$ cat src/rtl/bank_scheduler.sv
// Write-port arbiter and bank-swap scheduler for the life board.
// Sequences init, preset load and evolution rounds, and commits swaps on vsync.
module bank_scheduler #(
   parameter int GEN_W = 16
) (
   input  logic             clk,
   input  logic             rst,
   input  logic             init_done,
   input  logic             preset_req,
   input  logic             preset_done,
   input  logic             evo_tick,
   input  logic             round_done,
   input  logic             frame_end,
   input  logic             clear,
   output logic             init_start,
   output logic             round_start,
   output logic [1:0]       owner,
   output logic             active_bank,
   output logic             vga_blank,
   output logic [GEN_W-1:0] gen_count,
   output logic             tick_overrun
);

   localparam logic [2:0] S_INIT   = 3'd0;
   localparam logic [2:0] S_PRESET = 3'd1;
   localparam logic [2:0] S_IDLE   = 3'd2;
   localparam logic [2:0] S_EVOLVE = 3'd3;
   localparam logic [2:0] S_SWAP   = 3'd4;

   logic [2:0] state;
   logic [2:0] state_nx;
   logic       to_init;
   logic       commit;
   logic       arm;
   logic       pend;
   logic       clr_pend;

   // Next-state selection; to_init marks a wipe, commit marks a vsync swap.
   always_comb begin
      state_nx = state;
      to_init  = 1'b0;
      commit   = 1'b0;
      case (state)
         S_INIT: begin
            if (clear)
               to_init = 1'b1;
            else if (init_done && !arm)
               state_nx = S_IDLE;
         end
         S_PRESET: begin
            if (clear)
               to_init = 1'b1;
            else if (preset_done)
               state_nx = S_IDLE;
         end
         S_IDLE: begin
            if (clear)
               to_init = 1'b1;
            else if (preset_req)
               state_nx = S_PRESET;
            else if (evo_tick || pend)
               state_nx = S_EVOLVE;
         end
         S_EVOLVE: begin
            if (round_done) begin
               if (clear || clr_pend)
                  to_init = 1'b1;
               else
                  state_nx = S_SWAP;
            end
         end
         S_SWAP: begin
            if (clear)
               to_init = 1'b1;
            else if (frame_end) begin
               commit   = 1'b1;
               state_nx = S_IDLE;
            end
         end
         default: state_nx = S_INIT;
      endcase
      if (to_init)
         state_nx = S_INIT;
   end

   // Decode the write-port owner and video blanking from the state.
   always_comb begin
      owner     = 2'd0;
      vga_blank = 1'b0;
      case (state)
         S_INIT: begin
            owner     = 2'd1;
            vga_blank = 1'b1;
         end
         S_PRESET: begin
            owner     = 2'd2;
            vga_blank = 1'b1;
         end
         S_EVOLVE: owner = 2'd3;
         default:  owner = 2'd0;
      endcase
   end

   // State, start pulses, tick bookkeeping and committed bank/generation.
   always_ff @(posedge clk or posedge rst) begin
      if (rst) begin
         state        <= S_INIT;
         arm          <= 1'b1;
         init_start   <= 1'b0;
         round_start  <= 1'b0;
         active_bank  <= 1'b0;
         gen_count    <= '0;
         tick_overrun <= 1'b0;
         pend         <= 1'b0;
         clr_pend     <= 1'b0;
      end else begin
         state       <= state_nx;
         arm         <= 1'b0;
         init_start  <= to_init | arm;
         round_start <= (state == S_IDLE) && (state_nx == S_EVOLVE);

         if (state != S_IDLE && evo_tick && pend)
            tick_overrun <= 1'b1;

         if (to_init)
            pend <= 1'b0;
         else if (state == S_IDLE) begin
            if (state_nx == S_EVOLVE)
               pend <= 1'b0;
            else if (evo_tick)
               pend <= 1'b1;
         end else if (evo_tick)
            pend <= 1'b1;

         if (state != S_EVOLVE || round_done)
            clr_pend <= 1'b0;
         else if (clear)
            clr_pend <= 1'b1;

         if (to_init) begin
            active_bank <= 1'b0;
            gen_count   <= '0;
         end else if (commit) begin
            active_bank <= ~active_bank;
            gen_count   <= gen_count + 1'b1;
         end
      end
   end

endmodule

$ cat config.mk
export PLATFORM = sky130hd
export DESIGN_NAME = bank_scheduler
export DESIGN_NICKNAME = d
export VERILOG_FILES = /design/src/rtl/bank_scheduler.sv
export SDC_FILE = /design/constraint.sdc
export NUM_CORES = 1
export LEC_CHECK = 0
export BUFFER_PORTS_ARGS = -buffer_cell sky130_fd_sc_hd__buf_2
export CORE_MARGIN = 5
export CORE_UTILIZATION = 47
export CTS_CLUSTER_DIAMETER = 150
export DETAILED_ROUTE_END_ITERATION = 8
export GPL_TIMING_DRIVEN = 1
export PLACE_DENSITY = 0.74
export RECOVER_POWER = 100
export SYNTH_ARGS = -nofsm -noshare
export SYNTH_HDL_FRONTEND = slang
export SYNTH_SLANG_ARGS = --single-unit
export TNS_END_PERCENT = 50
$ cat constraint.sdc
create_clock -name clk -period 1.6 [get_ports clk]
set_input_delay 0.24 -clock clk [delete_from_list [all_inputs] [get_ports clk]]
set_output_delay 0.24 -clock clk [all_outputs]
set_load 0.005 [all_outputs]
### After elaboration in Yosys (flattened, before gate mapping)

Index checks and enable logic that the tools add are counted.

| word-level totals | value |
|---|---|
| output and inout port bits | 23 |
| register bits after elaboration | 26 |
| logic and storage cells | 64 |

| operators by class | value |
|---|---|
| reduce and logical (&&, ||, !) cells | 13 |
| eq/ne operators | 7 |
| muxes and demuxes | 32 |
| bitwise operators | 2 |
| add/sub/neg operators | 1 |

Operator list:

| kind | number |
|---|---|
| $mux 3 | 12 |
| $mux 16 | 2 |
| $add 16x1->16 const B | 1 |
| $mux 1 | 15 |
| $pmux 3 s5 | 1 |
| $eq 3x2->1 const B | 3 |
| $ne 3x2->1 const B | 2 |
| $pmux 2 s3 | 1 |
| $logic_and 1x1->1 | 4 |
| $reduce_bool 2->1 | 2 |
| $reduce_or 4->1 | 1 |
| $eq 3x1->1 const B | 1 |
| $eq 3x3->1 const B | 1 |
| $logic_not 3->1 | 1 |
| $logic_or 1x1->1 | 3 |
| $pmux 1 s2 | 1 |
| $reduce_or 2->1 | 1 |
| $logic_not 1->1 | 1 |
| $not 1->1 | 1 |
| $or 1x1->1 | 1 |

### Depth between registers and ports, before layout

| depth | value |
|---|---|
| depth in word-level cells | 10 |
| mapped depth | 6 |
| mapped depth without buffers | 5 |

### Worst setup path before layout

Ideal clock, no wire load.

| path | value |
|---|---|
| path type | flip-flop to flip-flop |
| start | register state[0] |
| end | register gen_count[13] |
| period minus slack after synthesis | 1.637 ns |
| buffers on the path | 1 |
| data required time | 1.521 ns |
| cell stages (with the launch flop) | 6 |
| library setup time | 0.079 ns |
| path slack | -0.037 ns |
| arrival | 1.558 ns |
| cell sequence | dfrtp_1 nand4bb_1 or2_1 buf_6 or4_1 a21oi_1 |

| on the way | value |
|---|---|
| cells in the longest elaborated chain, start to end | 4 |

RTL lines:

| what | RTL line | text |
|---|---|---|
| start: declaration | 30 | `logic [2:0] state;` |
| start signal: assignment | 117 | `state <= state_nx;` |
| $eq 3x2->1 (tied with other cells) | 43 | `case (state)` |
| $reduce_or 4->1 (no line) | n/a |  |
| $pmux 1 s2 | 43 |  |
| $mux 16 or $reduce_bool 2->1 (tied branches) | n/a |  |
| end signal: assignment | 145 | `gen_count <= gen_count + 1'b1;` |
| end: declaration | 20 | `output logic [GEN_W-1:0] gen_count,` |

Several ways; a longest one is shown, not always the timed one.
A chain may end at the register's enable or synchronous reset.

### Final worst setup path

| path | value |
|---|---|
| start | register gen_count[1] |
| end | register gen_count[11] |

| on the way | value |
|---|---|
| cells in the longest elaborated chain, start to end | 3 |

RTL lines:

| what | RTL line | text |
|---|---|---|
| $add 16x1->16 | 145 |  |
| $mux 16 | 143 | `end else if (commit) begin` |
| $mux 16 | 140 | `if (to_init) begin` |

No other way between the ends. The select of a mux whose other input is x is not followed.

==> flow_summary.json <==
{
  "hpwl_mm": 2.647,
  "synth-compound-area-share_pct": 12.72,
  "cts_tree": "built",
  "clk_pin_slew_ns": 0.15,
  "synth_nets": 152,
  "routed_wl_mm": 3.650,
  "comb_power_share_pct": 10.3,
  "cp_max_fo": 4,
  "grt_max_degree": 27,
  "critical_path_required_ns": 1.87,
  "holdCritStartpoint": "round_done",
  "synth.distinct_cells": 42,
  "vias_per_cell": 5.685,
  "power.density_nw_per_um2": 609.6,
  "synth-adder-area-share_pct": 0.9083,
  "synth_xor_area_share_pct": 6.358,
  "grt_usage_pct": 18.12,
  "area_growth_pct": 35.06,
  "synth.most_common_cell": "dfrtp_1",
  "coreArea_sq_um": 2781,
  "synthCells": 142,
  "yosysWarnings": 0,
  "status": "finished, violations left",
  "clock.fmax_mhz": 613.3,
  "drt-initial-drc-count": 131,
  "synth_area_sq_um": 1378,
  "slew_violations": 0,
  "rrSetupSlack_ns": -0.03,
  "r2r_end": "gen_count[11]",
  "avgSynthCellArea_sq_um": 9.701,
  "fin_crit_sh_pct": 101.9,
  "finalWeightedCongestion": 0.8564,
  "synthMuxAreaShare_pct": 0.7266,
  "first_global_vias": 1298,
  "synth-seq-area-share_pct": 47.32,
  "grt_pass1_wl_mm": 6.127,
  "nFillCells": 245,
  "overflow": 0,
  "antenna_found_initial": 0,
  "path_class": "flip-flop to flip-flop",
  "synth_edf_count": 0,
  "p_leak_nw": 0.8594,
  "initial_core_util_pct": 49.53,
  "worst_pin_slew_ns": 0.6555,
  "p_switching_uw": 278.2,
  "root_buffer": "clkbuf_4",
  "violations": "setup timing",
  "hp-class": "input pin to flip-flop",
  "holdPathStages": 2,
  "port_buffers": 31,
  "synthTopCellsByArea": "dfrtp_1 (45%), a21oi_1 (4.4%), nor2_1 (4.4%)",
  "rsz0062_at_grt": "yes",
  "period_needed_ns": 1.631,
  "design_area_sq_um": 1861,
  "synthDominantCellAreaShare_pct": 45.41,
  "setup_tns_ns": -0.05102,
  "die_h_microns": 64.14,
  "vias": 1319,
  "drt_pass1_iterations": 4,
  "wl_per_cell_microns": 15.73,
  "r2r_cells": 6,
  "async_flop_share_pct": 100.0,
  "remaining_drc_errors": 0,
  "pwr-share-seq_pct": 59.2,
  "finalHoldViolCount": 0,
  "synth_top_family_by_area": "simple AND/OR/NAND/NOR gates",
  "clock_sinks": 26,
  "rows": 19,
  "ios": 32,
  "ys.flop_type": "dfrtp_1",
  "p_sw_share_pct": 24.53,
  "setup_viol": 4,
  "placed_cell_area_sq_um": 1715,
  "die-area_sq_um": 4114,
  "finalWorstSetupSlack_ns": -0.03066,
  "synth_seq_cells": 26,
  "p_total_mw": 1.134,
  "relSlewSlack_pct": 56.30,
  "cts_made_buffers": 3,
  "cp.arrival_ns": 1.90,
  "r2r-start": "gen_count[1]",
  "synth_commonest_cells": "dfrtp_1 (25), nor2_1 (16), a21oi_1 (12)",
  "clkPwrFrac_pct": 30.5,
  "vdd_ir_drop_max_mv": 0.3744,
  "maxCapViolCount": 0,
  "drive_above_1_share_pct": 33.83,
  "min_to": "clr_pend",
  "crit_path_start_kind": "flip-flop",
  "insertion_delay_ns": 0.33,
  "synth_largest_area_cell": "dfrtp_1",
  "cts_buffer_depth": 2,
  "ant_nets": 0,
  "antenna_cells": 0,
  "skew_ns": 0.005768,
  "power.internal_uw": 855.9,
  "fin_nets": 212,
  "die-width_microns": 64.14,
  "synth-simple-area-share_pct": 28.16,
  "end_kind": "flip-flop",
  "htree_levels": 1
}
[placed cells by master, fill, tap and decap left out, drive strengths merged, types with 2 or more instances in the layout]
master / n
or3: 4
o31ai: 3
a21oi: 12
xor2: 5
nand3: 4
nor2: 16
nand4: 6
o21ai: 5
and4: 2
xnor2: 5
or3b: 2
dfrtp: 25
inv: 4
clkbuf: 20
nand2: 6
nand2b: 2
buf: 44
or2: 2
nor2b: 3
and3: 3
nor3: 5
or4: 3
[stage by stage]
stage,hold WS (ns),std cells,worst slack [ns],util [%]
after floorplan,0.2793,142,-0.02617,-
after global placement,0.3052,220,0.03250,61.67
after detailed placement,0.3123,220,-0.02337,61.67
after CTS,0.1259,226,-0.01025,64.78
after global routing,0.1383,232,-0.1076,66.89
final,0.1328,232,-0.03066,66.89
[metal layers]
metal / routed length, microns / track usage [%] / vias up
li1: - / - / 628
met1: 1515 / 23.15 / 655
met2: 1924 / 31.91 / 30
met3: 158 / 2.452 / 6
met4: 51 / 5.089 / 0
met5: 0 / 0 / -
[how the worst max path moves through the flow]
stage                 startpoint            end  slack [ns]  cells after the start
finish              gen_count[1]  gen_count[11]       -0.03                      6
global route            state[0]       state[1]       -0.11                      5
CTS                     state[0]       owner[0]       -0.01                      5
detailed placement      state[2]   gen_count[9]       -0.02                      5
global placement        state[0]       state[1]        0.03                      5
floorplan               state[1]  gen_count[13]       -0.03                      5
[repair_timing]
| action | 4_1_cts | 5_1_grt |
|---|---|---|
| resized for setup | 9 | 15 |
| endpoints found under the setup margin | 6 | 11 |
| buffers inserted | 1 | 6 |
| hold buffers | 1 | 0 |
| endpoints found under the hold margin | 25 | 0 |
| pin swaps | 9 | 4 |
[cells by family after synthesis]
family,after synthesis
AND/OR/NAND/NOR,65
AO/OA/AOI/OAI,28
flip-flops,26
XOR/XNOR,10
buffers and inverters,10
adder cells (fa/ha/maj),1
other,1
multiplexers,1
[final cells by class]
type	instances	area, sq um	share of cell area [%]
repair buffers	61	372.9	20.04
flip-flops and latches	26	653.1	35.10
multi-input cells	106	744.5	40.01
inverters	4	15.01	0.8070
well taps	31	38.79	2.085
clock buffers	4	36.28	1.950
[registers in the layout, indices dropped and copies added (netlist names)]
register and flops:
gen_count 16, state 3, active_bank 1, arm 1, clr_pend 1, init_start 1, pend 1, round_start 1
tick_overrun 1
[worst max-delay path: stages (launching register included)]
cell and delay [ns]:
dfrtp_1 0.41, clkbuf_1 0.15, nand4b_4 0.13, or2_4 0.28, buf_4 0.15, or3_1 0.33, a21oi_1 0.12
[power groups by stage]
| stage | Clock [mW] | Combinational (mW) | Sequential [mW] |
|---|---|---|---|
| final | 0.346 | 0.117 | 0.671 |
| after global routing | 0.381 | 0.131 | 0.673 |
| after CTS | 0.345 | 0.117 | 0.671 |
| after detailed placement | 0 | 0.111 | 0.683 |
| after global placement | 0 | 0.108 | 0.682 |
| after floorplan | 0 | 0.0554 | 0.682 |
No activity file was read; power rests on OpenSTA's default activity.
